==> config.mk <==
export PLATFORM = sky130hd
export DESIGN_NAME = button_event
export DESIGN_NICKNAME = d
export VERILOG_FILES = /design/src/rtl/button_event_pkg.sv /design/src/rtl/button_event_tick_gen.sv /design/src/rtl/button_event.sv
export SDC_FILE = /design/constraint.sdc
export NUM_CORES = 1
export LEC_CHECK = 0
export BUFFER_PORTS_ARGS = -buffer_cell sky130_fd_sc_hd__buf_4
export CAP_MARGIN = 20
export CORE_UTILIZATION = 36
export DETAILED_ROUTE_END_ITERATION = 8
export SYNTH_ARGS = -nofsm -noshare
export SYNTH_HDL_FRONTEND = slang
export SYNTH_HIERARCHICAL = 1
export SYNTH_SLANG_ARGS = --single-unit
==> constraint.sdc <==
create_clock -name CLK -period 2.8 [get_ports CLK]
set_clock_uncertainty 0.05 [all_clocks]
set_input_delay 0 -clock CLK [delete_from_list [all_inputs] [get_ports CLK]]
set_output_delay 0 -clock CLK [all_outputs]
set_load 0.02 [all_outputs]
==> src/rtl/button_event_pkg.sv <==
// Shared definitions for the push-button event classifier:
// FSM encoding and default timing parameters.
package button_event_pkg;

  typedef enum logic [1:0] {
    ST_IDLE  = 2'd0,
    ST_PRESS = 2'd1,
    ST_HOLD  = 2'd2
  } state_t;

  localparam logic [15:0] DEF_TICK_DIV     = 16'd50000;
  localparam logic [7:0]  DEF_LONG_TICKS   = 8'd100;
  localparam logic [7:0]  DEF_REPEAT_TICKS = 8'd20;
  localparam int          DEF_CNT_W        = 8;

endpackage

==> src/rtl/button_event_tick_gen.sv <==
// Timing prescaler: free-running 0..TICK_DIV-1 counter whose phase can be
// re-referenced by CLR; TICK marks the last count of each period.
module tick_gen
  import button_event_pkg::*;
#(
  parameter logic [15:0] TICK_DIV = DEF_TICK_DIV
) (
  input  logic CLK,
  input  logic RST,
  input  logic CLR,
  output logic TICK
);

  logic [15:0] count_reg;

  assign TICK = (count_reg == TICK_DIV - 16'd1);

  always_ff @(posedge CLK or posedge RST) begin
    if (RST) begin
      count_reg <= '0;
    end else if (CLR || TICK) begin
      count_reg <= '0;
    end else begin
      count_reg <= count_reg + 16'd1;
    end
  end

endmodule

==> src/rtl/button_event.sv <==
// Turns debounced press/release pulses into click, long-press and
// auto-repeat pulses plus a held level; all outputs registered.
module button_event
  import button_event_pkg::*;
#(
  parameter logic [15:0]      TICK_DIV     = DEF_TICK_DIV,
  parameter int               CNT_W        = DEF_CNT_W,
  parameter logic [CNT_W-1:0] LONG_TICKS   = CNT_W'(DEF_LONG_TICKS),
  parameter logic [CNT_W-1:0] REPEAT_TICKS = CNT_W'(DEF_REPEAT_TICKS)
) (
  input  logic CLK,
  input  logic RST,
  input  logic PB_down,
  input  logic PB_up,
  output logic CLICK,
  output logic LONG,
  output logic REPEAT,
  output logic HELD
);

  state_t           state_reg, state_next;
  logic [CNT_W-1:0] cnt_reg, cnt_next, cnt_inc;
  logic             click_next, long_next, repeat_next, held_next;
  logic             press_clr;
  logic             tick;

  tick_gen #(
    .TICK_DIV (TICK_DIV)
  ) u_tick_gen (
    .CLK  (CLK),
    .RST  (RST),
    .CLR  (press_clr),
    .TICK (tick)
  );

  assign cnt_inc = cnt_reg + CNT_W'(1);

  always_comb begin
    state_next  = state_reg;
    cnt_next    = cnt_reg;
    click_next  = 1'b0;
    long_next   = 1'b0;
    repeat_next = 1'b0;
    press_clr   = 1'b0;
    // Release is checked before the tick so it wins a same-cycle collision.
    case (state_reg)
      ST_PRESS: begin
        if (PB_up) begin
          state_next = ST_IDLE;
          click_next = 1'b1;
        end else if (tick) begin
          if (cnt_inc == LONG_TICKS) begin
            long_next  = 1'b1;
            cnt_next   = '0;
            state_next = ST_HOLD;
          end else begin
            cnt_next = cnt_inc;
          end
        end
      end
      ST_HOLD: begin
        if (PB_up) begin
          state_next = ST_IDLE;
        end else if (tick) begin
          if (cnt_inc == REPEAT_TICKS) begin
            repeat_next = 1'b1;
            cnt_next    = '0;
          end else begin
            cnt_next = cnt_inc;
          end
        end
      end
      default: begin
        // Illegal encodings recover through the idle branch.
        state_next = ST_IDLE;
        if (PB_down && !PB_up) begin
          state_next = ST_PRESS;
          cnt_next   = '0;
          press_clr  = 1'b1;
        end
      end
    endcase
    held_next = (state_next != ST_IDLE);
  end

  always_ff @(posedge CLK or posedge RST) begin
    if (RST) begin
      state_reg <= ST_IDLE;
      cnt_reg   <= '0;
      CLICK     <= 1'b0;
      LONG      <= 1'b0;
      REPEAT    <= 1'b0;
      HELD      <= 1'b0;
    end else begin
      state_reg <= state_next;
      cnt_reg   <= cnt_next;
      CLICK     <= click_next;
      LONG      <= long_next;
      REPEAT    <= repeat_next;
      HELD      <= held_next;
    end
  end

endmodule

# After elaboration in Yosys (flattened, before gate mapping)

Cells that the tools add are included.

Reductions and logical operators: 7
Eq/ne operators: 9
Multiplexer cells: 27
Add/subtract/negate cells: 2

Operator list:

| operator                | count |
|---|---|
| $mux W8                 | 7 |
| $add A16 B1 Y16 const B | 1 |
| $eq A16 B16 Y1 const B  | 1 |
| $mux W16                | 1 |
| $pmux W8 S2             | 1 |
| $mux W1                 | 13 |
| $add A8 B1 Y8 const B   | 1 |
| $eq A8 B5 Y1 const B    | 1 |
| $eq A8 B7 Y1 const B    | 1 |
| $mux W2                 | 4 |
| $reduce_and A5 Y1       | 1 |
| $ne A2 B1 Y1 const B    | 2 |
| $ne A2 B2 Y1 const B    | 2 |
| $pmux W2 S2             | 1 |
| $reduce_bool A3 Y1      | 1 |
| $eq A2 B1 Y1 const B    | 1 |
| $eq A2 B2 Y1 const B    | 1 |
| $reduce_bool A2 Y1      | 1 |
| $reduce_or A2 Y1        | 1 |
| $logic_and A1 B1 Y1     | 1 |
| $logic_not A1 Y1        | 1 |
| $logic_or A1 B1 Y1      | 1 |

Output and inout port bits: 4
Word-level logic and storage cells: 52
Register bits: 30
Input port bits: 4

# Depth between registers and ports, before layout

Gate-level depths: netlist of run 1.

Depth after elaboration: 7
Mapped depth: 8
Mapped depth without buffers: 8

# Cells and area by module

Netlist of run 1, hierarchy kept.

By module, submodules not included:

| module       | times used | cells each | area each (um2) | seq. area each (um2) |
|---|---|---|---|---|
| tick_gen     | 1          | 83         | 862.1           | 400.4 |
| button_event | 1          | 90         | 830.8           | 350.3 |

# Least setup slack after synthesis of run 1

OpenSTA, ideal clock, no wires.

Kind: register to register
Start: register u_tick_gen.count_reg[0]
End: register cnt_reg[7]
Slack: 0.724 ns
Data required time: 2.664 ns
Setup time: 0.086 ns
Path buffers: 0
Arrival: 1.940 ns
Stages on the path, launching flop included: 8
Period minus slack after synthesis: 2.076 ns
Cell sequence: dfrtp_1 > ha_1 > and3_1 > and4_4 > nor3b_1 > o311a_2 > a221oi_1 > nor3_1

Longest elaborated chain between the ends: 3
Elaborated cells on any way between the ends: 4
Those cells by class: 3 x eq/ne; 1 x reduce/logical

Ends and longest elaborated chain:

| element                                | RTL line                    | text |
|---|---|---|
| from (decl)                            | button_event_tick_gen.sv:14 | `logic [15:0] count_reg;` |
| from (signal assigned)                 | button_event_tick_gen.sv:24 | `count_reg <= count_reg + 16'd1;` |
| $eq A16 B16 Y1 (*)                     | button_event_tick_gen.sv:16 | `assign TICK = (count_reg == TICK_DIV - 16'd1);` |
| named net tick                         | button_event.sv:25          | `logic tick;` |
| $ne A2 B1 Y1 (no source line)          | n/a                         |  |
| $reduce_and A5 Y1 (no source line) (*) | n/a                         |  |
| to (signal assigned)                   | button_event.sv:96          | `cnt_reg <= cnt_next;` |
| to (decl)                              | button_event.sv:22          | `logic [CNT_W-1:0] cnt_reg, cnt_next, cnt_inc;` |

Mark *: on every way through the listed nets, which the timed path passes. The rest lies on a longest branch.
A chain may end at the register's enable or synchronous reset.

# Worst setup path after layout of run 1

Start: register u_tick_gen.count_reg[8]
End: register cnt_reg[2]

Same word-level chain as after synthesis.

==> impl_metrics.tcl, run 1 <==
set metrics [dict create \
    outcome "finished clean" \
    powerDensity_nw_per_um2 493 \
    worst_slack_ns 0.500 \
    register_area_sq_um 751 \
    cts_buffer_depth 2 \
    io_buffers 7 \
    design_area_sq_um 1880 \
    ys_seq_area_frac 0.443 \
    crit_required_ns 2.93 \
    grt_pass1_wl_um 5430 \
    drv_slew 0 \
    place_ws_ns 0.466 \
    path_max_fanout 7 \
    cts_buffers 5 \
    cts_root_buf "clkbuf_8" \
    holdWs_ns 0.280 \
    rsz0062_at_grt "false" \
    clkTransAtPathRegs_ns 0.07 \
    p_total_mw 0.927 \
    synth_seq_cells 30 \
    avgSynthCellArea_sq_um 9.79 \
    drtAntennaViolNets 0 \
    p_leak_nw 0.743 \
    final_common_cell "dfrtp_1" \
    irDropWorstVdd_uv 205 \
    hold_class "input pin to async pin" \
    hpwl_um 2220 \
    crit_path_end_kind "flop" \
    rows 24 \
    setup_tns_ns 0 \
    htree_levels 2 \
    grt_use_total 0.142 \
    maxSlewHeadroom 0.530 \
    drc_errors 0 \
    synth_edf_count 0 \
    min_period_ns 2.30 \
    syn_inst 173 \
    finalSetupViolCount 0 \
    die_h_um 70.6 \
    start_util 0.381 \
    ys_warn_count 6 \
    grt_max_degree 17 \
    wl_um 3070 \
    drt_iter0_drc 47 \
    die_w_um 70.6 \
    n_antenna_cell 0 \
    num_vias 1214 \
    first_global_vias 1164 \
    cts_tree "done" \
    min_period_over_period 0.822 \
    dieArea_sq_um 4980 \
    clkSinkCount 30 \
    worstMarginPinSlew_ns 0.706 \
    io_pins 8 \
    critPathKind "flop to flop" \
    wire_per_inst_um 12.9 \
    critical_path.startpoint_type "flop" \
    worst_ep_arrival_time_ns 2.43 \
    cap_violations 0 \
    place_area_sq_um 1760 \
    grt-ovfl-total 0 \
    syn_area_sq_um 1690 \
    clkLatencyLatePin_ns 0.28 \
    final_core_util 0.423 \
    routabilityCongestion 0.846 \
    instances_no_fill 238 \
    largest_reg_flops 16 \
    synth.net_count 181 \
    multiInputGateArea_sq_um 846 \
    num-fill-cells 447 \
    syn2layout_area_growth_pct 11.1 \
    placed_cells 227 \
    synth-main-ff-cell "dfrtp_1" \
    final_cell_mix "dfrtp_1 (30), nor2_1 (15), nand2_1 (13)" \
    async_flop_share 1.00 \
    antenna_found_initial 0 \
    fp.coreArea_sq_um 4440 \
    ys_types 44 \
    drive_gt1_frac 0.194 \
    cts-resized-gates 0 \
    max_freq_mhz 435 \
    first_pass_iters 4 \
    final_hold_viol_count 0 \
    avgViaCountPerCell 5.10 \
    num-nets-final 193 \
]
==> worst max-delay path, cell delays in order (launching register included) <==
cell	delay (ns)
dfrtp_1	0.45
nor4bb_1	0.34
and4_4	0.28
nor3b_1	0.42
o311a_2	0.37
nor2_4	0.08
o211ai_1	0.20
==> layout make-up <==
| cell class | count | area share |
|---|---|---|
| Sequential cell | 30 | 0.399 |
| Multi-Input combinational cell | 126 | 0.450 |
| Inverter | 12 | 0.0240 |
| Tap cell | 52 | 0.0346 |
| Clock buffer | 7 | 0.0459 |
| Timing Repair Buffer | 10 | 0.0439 |
| Clock inverter | 1 | 0.00266 |
==> final timing paths <==
kind | start | endpoint | slack, ns | depth (start not counted)
worst min-delay path | RST | cnt_reg[7] | 0.28 | 3
worst max register to register | u_tick_gen/count_reg[8] | cnt_reg[2] | 0.50 | 6
max in group asynchronous | RST | u_tick_gen/count_reg[0] | 2.00 | 3
min in group CLK | u_tick_gen/count_reg[0] | u_tick_gen/count_reg[0] | 0.44 | 1
worst max-delay path | u_tick_gen/count_reg[8] | cnt_reg[2] | 0.50 | 6
worst min register to register | u_tick_gen/count_reg[0] | u_tick_gen/count_reg[0] | 0.44 | 1
==> synth_stat cells (2+ instances only) <==
| cell | count | area share |
|---|---|---|
| dfrtp_1 | 30 | 0.44 |
| nor2_1 | 15 | 0.033 |
| nand2_1 | 13 | 0.029 |
| inv_1 | 12 | 0.027 |
| xnor2_1 | 12 | 0.062 |
| nor2_2 | 10 | 0.037 |
| nand3_1 | 8 | 0.024 |
| nor3_1 | 8 | 0.024 |
| o21ai_0 | 6 | 0.018 |
| nor4_1 | 5 | 0.018 |
| ha_1 | 4 | 0.030 |
| nand2b_1 | 4 | 0.015 |
| nand4_1 | 4 | 0.015 |
| nor2b_1 | 3 | 0.011 |
| o211ai_1 | 3 | 0.013 |
| o21ai_1 | 3 | 0.0089 |
| a21oi_1 | 2 | 0.0059 |
| buf_6 | 2 | 0.013 |
| nor4b_2 | 2 | 0.018 |
| nor4bb_1 | 2 | 0.012 |
| xor2_1 | 2 | 0.010 |
==> where the power goes <==
| part | leakage, nW | switching [mW] | total [mW] | internal, mW |
|---|---|---|---|---|
| Clock | 0.0482 | 0.157 | 0.355 | 0.198 |
| Sequential | 0.411 | 0.0268 | 0.485 | 0.458 |
| Combinational | 0.284 | 0.0491 | 0.0867 | 0.0376 |
| Total | 0.743 | 0.233 | 0.927 | 0.694 |
==> cell families after synthesis <==
logic type | synth area share
AOI/OAI and AO/OA | 0.0976
xor gates and xnor gates | 0.0724
adders and majority gates | 0.0296
buffers and inverters | 0.0569
DFF | 0.443
muxes | 0.00887
and+or+nand+nor | 0.291
==> layer usage <==
metal  GRT usage  wire length [um]
met2       0.200              1340
met4      0.0689                41
met1       0.199              1620
met5           0                 0
met3      0.0442                72
==> what timing repair did <==
item                      CTS  global route
hold buffers                3             0
hold endpoints to repair   33             0
buffers inserted            0             0
Note: power is estimated with default switching activity, not from simulation.
==> run 2: changes to the inputs <==
ABC_AREA = 1   (was unset)
clock period = 2 ns   (was 2.8 ns; I/O delays follow)
==> impl_metrics.tcl, run 2 <==
set metrics [dict create \
    outcome "finished clean" \
    finalSetupViolCount 0 \
    die_h_um 72.6 \
    clkTransAtPathRegs_ns 0.07 \
    syn_area_sq_um 1790 \
    io_buffers 7 \
    cts_buffers 5 \
    rows 25 \
    design_area_sq_um 2130 \
    max_freq_mhz 541 \
    cpMostUsedCell "nand4_1" \
    syn2layout_area_growth_pct 19.0 \
    async_flop_share 1.00 \
    crit_path_end_kind "flop" \
    routabilityCongestion 0.830 \
    clkLatencyLatePin_ns 0.29 \
    cts_tree "done" \
    cts_buffer_depth 2 \
    powerDensity_nw_per_um2 631 \
    synth.net_count 244 \
    min_period_ns 1.85 \
    critical_path.startpoint_type "flop" \
    yosysTopAreaCell "dfrtp_1" \
    wl_um 3760 \
    io_pins 8 \
    hold_class "input pin to async pin" \
    die_w_um 72.6 \
    worstMarginPinSlew_ns 0.627 \
    clkSinkCount 30 \
    start_util 0.377 \
    largest_reg_flops 16 \
    min_period_over_period 0.925 \
    setup_tns_ns 0 \
    path_max_fanout 7 \
    avgViaCountPerCell 4.64 \
    n_antenna_cell 0 \
    drtAntennaViolNets 0 \
    synth_seq_cells 30 \
    rsz0062_at_grt "false" \
    wire_per_inst_um 11.4 \
    netlist_top_cells_count "nand2_1 (65), nor2_1 (33), inv_1 (31), dfrtp_1 (30), nand4_1 (15)" \
    irDropWorstVdd_uv 378 \
    drv_slew 0 \
    grt_max_degree 17 \
    critPathKind "flop to flop" \
    p_total_mw 1.35 \
    first_global_vias 1472 \
    critPathMaxStageDelay_ns 0.47 \
    ys_seq_area_frac 0.418 \
    hpwl_um 2660 \
    final_hold_viol_count 0 \
    slowest_stage "dfrtp_1" \
    cts_root_buf "clkbuf_8" \
    num-fill-cells 489 \
    syn_inst 236 \
    critical_path.cell_chain "nand4_1, nor4_4, inv_2, a21oi_2, o21ai_2, nor2_4, nand4_1, nand2_1" \
    drc_errors 0 \
    grt_pass1_wl_um 6450 \
    dieArea_sq_um 5270 \
    maxSlewHeadroom 0.581 \
    fp.coreArea_sq_um 4750 \
    drive_gt1_frac 0.198 \
    avgSynthCellArea_sq_um 7.60 \
    drt_iter0_drc 81 \
    final_cell_mix "nand2_1 (65), nor2_1 (33), dfrtp_1 (30)" \
    ys_warn_count 6 \
    p_leak_nw 1.04 \
    yosysMostFrequentCell "nand2_1" \
    worst_slack_ns 0.151 \
    worst_ep_arrival_time_ns 2.03 \
    num_vias 1528 \
    crit_required_ns 2.18 \
    place_area_sq_um 1970 \
    antenna_found_initial 0 \
    first_pass_iters 4 \
    num-nets-final 269 \
    ys_types 26 \
    htree_levels 2 \
    synth_edf_count 0 \
    final_common_cell "nand2_1" \
    ys_top_cells_by_area "dfrtp_1 (42%), nand2_1 (14%), nor2_1 (6.9%), inv_1 (6.5%), nand4_1 (5.2%)" \
    grt_use_total 0.164 \
    yosysTopAreaCellShare 0.418 \
    cap_violations 0 \
    grt-ovfl-total 0 \
    synth-main-ff-cell "dfrtp_1" \
    place_ws_ns -0.0623 \
]
[run 2: kinds of logic (layout without fill, tap and decap cells)]
logic type | after synthesis | count (layout) | synth area share
xor+xnor | 9 | 9 | 0.0481
buf+inv | 36 | 62 | 0.0795
simple gates | 149 | 149 | 0.399
flops | 30 | 30 | 0.418
compound gates | 8 | 8 | 0.0272
fa+ha+maj | 4 | 4 | 0.0279
[run 2: final cells by class]
type | instances | area, sq um | share of cell area
clock buffers | 7 | 86.3 | 0.0404
inverters | 35 | 131 | 0.0615
clock inverters | 1 | 5.00 | 0.00234
repair buffers | 19 | 150 | 0.0703
well taps | 67 | 83.8 | 0.0393
flip-flops and latches | 30 | 751 | 0.352
multi-input cells | 170 | 927 | 0.434
[run 2: metrics by stage]
stage	utilization	hold slack (ns)	instances
4_1_cts	0.443	0.296	327
5_1_grt	0.449	0.336	329
6_report	0.449	0.274	329
3_5_place_dp	0.415	0.0490	316
3_3_place_gp	0.415	0.0435	316
2_1_floorplan	-	-0.161	236
[run 2: critical path, delay by kind of cell (launching register included)]
family / cells / cell delay, ns
simple gates: 5 / 0.92
compound gates: 2 / 0.26
flops: 1 / 0.47
buf+inv: 1 / 0.09
[run 2: report_power, final]
group / internal (mW) / switching, mW / total, mW / leakage [nW]
Sequential: 0.643 / 0.0349 / 0.678 / 0.411
Clock: 0.277 / 0.235 / 0.512 / 0.0482
Combinational: 0.0661 / 0.0902 / 0.156 / 0.580
Total: 0.987 / 0.360 / 1.35 / 1.04
[run 2: timing repair]
action | in CTS | in global routing
cloned | 0 | 0
endpoints found under the hold margin | 34 | 0
setup buffers | 0 | 2
pin swaps | 0 | 2
hold buffers | 3 | 0
endpoints found under the setup margin | 7 | 8
resized for setup | 2 | 5
[run 2: worst paths after layout]
| path | start | endpoint | slack [ns] | cells after the start |
|---|---|---|---|---|
| max | u_tick_gen/count_reg[6] | cnt_reg[0] | 0.15 | 8 |
| min | RST | HELD | 0.27 | 3 |
| max reg2reg | u_tick_gen/count_reg[6] | cnt_reg[0] | 0.15 | 8 |
| min reg2reg | cnt_reg[4] | cnt_reg[4] | 0.48 | 2 |
| max in group asynchronous | RST | u_tick_gen/count_reg[10] | 1.19 | 3 |
| min in group CLK | PB_up | REPEAT | 0.44 | 3 |
[run 2: routing by layer]
metal | track usage | vias to the layer above | part of all wire
li1 | - | 796 | -
met1 | 0.194 | 701 | 0.49
met2 | 0.265 | 23 | 0.47
met3 | 0.0428 | 8 | 0.026
met4 | 0.102 | 0 | 0.021
met5 | 0 | - | 0
==> run 3: changes to the inputs <==
SYNTH_HIERARCHICAL = unset   (was 1)
==> impl_metrics.tcl, run 3 <==
set metrics [dict create \
    final_common_cell "nand2_1" \
    clkSinkCount 30 \
    powerDensity_nw_per_um2 660 \
    first_pass_iters 4 \
    p_sw_mw 0.336 \
    synth_fa_ha_area_frac 0.0288 \
    min_path_cells 5 \
    cts_tree "done" \
    cts_buffers 5 \
    final_cell_mix "nand2_1 (62), inv_1 (40), nor2_1 (31)" \
    clock_power_share 0.368 \
    yosysTopAreaCell "dfrtp_1" \
    ys_seq_area_frac 0.432 \
    synth_top_family_by_area "simple AND/OR/NAND/NOR gates" \
    cpMostUsedCell "inv_1" \
    avgSynthCellArea_sq_um 7.33 \
    io_buffers 7 \
    slowest_stage "ha_1" \
    final_hold_viol_count 0 \
    wl_um 3390 \
    p_leak_nw 0.996 \
    synth.net_count 245 \
    synth_edf_count 0 \
    ys_types 23 \
    htree_levels 2 \
    cts_buffer_depth 2 \
    multiInputGateArea_sq_um 836 \
    worstRegToRegCells 7 \
    antenna_found_initial 0 \
    cts_setup_buffers 0 \
    drive_gt1_frac 0.130 \
    switching_share 0.258 \
    syn_area_sq_um 1740 \
    drv_slew 0 \
    setup_tns_ns 0 \
    wire_per_inst_um 11.1 \
    grt_use_total 0.154 \
    rsz0062_at_grt "false" \
    num-fill-cells 454 \
    start_util 0.386 \
    num_vias 1450 \
    drt_iter0_drc 61 \
    clkLatencyLatePin_ns 0.28 \
    die_h_um 71.5 \
    min_to "state_reg[0]" \
    register_area_sq_um 751 \
    worst_ep_arrival_time_ns 1.93 \
    internal_power_mw 0.966 \
    r2r_start "state_reg[0]" \
    worst_slack_ns 0.180 \
    synth-main-ff-cell "dfrtp_1" \
    largest_reg_flops 16 \
    min_from "PB_down" \
    cap_violations 0 \
    critical_path.cell_chain "inv_1, ha_1, inv_1, nor3_1, nor2_4, inv_1, nor2_1" \
    timing.rr.end "u_tick_gen.count_reg[15]" \
    synth_xor_area_frac 0.0252 \
    ys_warn_count 0 \
    synth_seq_cells 30 \
    p_seq_frac 0.522 \
    crit_path_end_kind "flop" \
    place_ws_ns 0.186 \
    yosysTopAreaCellShare 0.432 \
    fp.coreArea_sq_um 4500 \
    dieArea_sq_um 5110 \
    syn_inst 237 \
    min_period_over_period 0.910 \
    p_comb_frac 0.110 \
    grt_max_degree 31 \
    num-nets-final 262 \
    grt-ovfl-total 0 \
    path_max_fanout 9 \
    n_antenna_cell 0 \
    routabilityCongestion 0.765 \
    place_area_sq_um 1870 \
    cp_top_family "simple AND/OR/NAND/NOR gates" \
    critPathMaxStageDelay_ns 0.37 \
    io_pins 8 \
    maxSlewHeadroom 0.735 \
    reg2reg_slack_ns 0.18 \
    drtAntennaViolNets 0 \
    avgViaCountPerCell 4.75 \
    netlist_top_cells_count "nand2_1 (62), inv_1 (40), nor2_1 (31), dfrtp_1 (30), nand3_1 (14)" \
    ys_top_cells_by_area "dfrtp_1 (43%), nand2_1 (13%), inv_1 (8.6%), nor2_1 (6.7%), nand3_1 (4.0%)" \
    min_period_ns 1.82 \
    synth_compound_area_frac 0.0590 \
    hold_class "input pin to flop" \
    yosysMostFrequentCell "nand2_1" \
    cts_root_buf "clkbuf_8" \
    first_global_vias 1362 \
    critical_path.startpoint_type "flop" \
    drc_errors 0 \
    rows 24 \
    critPathKind "flop to flop" \
    die_w_um 71.5 \
    hpwl_um 2580 \
    design_area_sq_um 1970 \
    holdWs_ns 0.0892 \
    path_buf_inv 3 \
    irDropWorstVdd_uv 482 \
    grt_pass1_wl_um 6040 \
    synthMuxAreaShare 0 \
    clkTransAtPathRegs_ns 0.06 \
    crit_required_ns 2.11 \
    max_freq_mhz 550 \
    yosys.area_share.simple 0.366 \
    finalSetupViolCount 0 \
    syn2layout_area_growth_pct 13.5 \
    outcome "finished clean" \
    async_flop_share 1.00 \
    worstMarginPinSlew_ns 0.395 \
]
run 3: changes by cell type after synthesis, sizes merged, moves of 2 or more:
cell,change
a21oi,+9
inv,+5
nand2,-3
nand3b,-2
nand4,-10
nor2,-2
nor3,+5
o21ai,+3
o21bai,-2
xor2,-4
run 3: cell families (layout without fill, tap and decap cells):
family	Yosys count	count (layout)
buffers and inverters	41	57
xor gates and xnor gates	5	5
AOI/OAI and AO/OA	19	19
and+or+nand+nor	138	138
DFF	30	30
adders and majority gates	4	4
run 3: worst register-to-register path, delay by kind of cell, from the launching register on:
family | cells | cell delay (ns)
buffers and inverters | 3 | 0.36
AND/OR/NAND/NOR | 3 | 0.57
adder cells (fa/ha/maj) | 1 | 0.37
flip-flops | 1 | 0.35
run 3: worst max path at each step:
| stage | from | to | depth (start not counted) |
|---|---|---|---|
| floorplan | state_reg[1] | u_tick_gen.count_reg[13] | 6 |
| global placement | cnt_reg[0] | HELD | 10 |
| detailed placement | state_reg[1] | u_tick_gen.count_reg[13] | 6 |
| CTS | state_reg[0] | u_tick_gen.count_reg[13] | 7 |
| global route | cnt_reg[0] | HELD | 10 |
| finish | state_reg[0] | u_tick_gen.count_reg[15] | 7 |
run 3: what timing repair did:
action,CTS,global route
hold buffers,2,0
gates resized for setup,0,1
setup endpoints to repair,0,1
hold endpoints to repair,32,0
run 3: power groups by stage:
stage	sequential [mW]	clock [mW]	combinational (mW)
floorplan	0.687	0	0.108
global placement	0.689	0	0.140
detailed placement	0.691	0	0.141
CTS	0.680	0.495	0.145
global route	0.685	0.523	0.169
finish	0.680	0.479	0.143
run 3: per-layer routing:
| metal | part of all wire | track usage | up-vias |
|---|---|---|---|
| li1 | - | - | 771 |
| met1 | 0.49 | 0.198 | 655 |
| met2 | 0.46 | 0.251 | 17 |
| met3 | 0.033 | 0.0338 | 7 |
| met4 | 0.017 | 0.0654 | 0 |
| met5 | 0 | 0 | - |
run 3: layout make-up:
type | instances | share of cell area
multi-input cells | 166 | 0.424
flip-flops and latches | 30 | 0.381
inverters | 40 | 0.0761
repair buffers | 11 | 0.0444
clock buffers | 6 | 0.0419
well taps | 52 | 0.0330
run 3: per-stage QoR:
| step | instances | power, mW | util |
|---|---|---|---|
| 2_1_floorplan | 237 | 0.795 | - |
| 3_3_place_gp | 297 | 0.828 | 0.414 |
| 3_5_place_dp | 297 | 0.832 | 0.414 |
| 4_1_cts | 305 | 1.32 | 0.437 |
| 5_1_grt | 305 | 1.38 | 0.438 |
| 6_report | 305 | 1.30 | 0.438 |
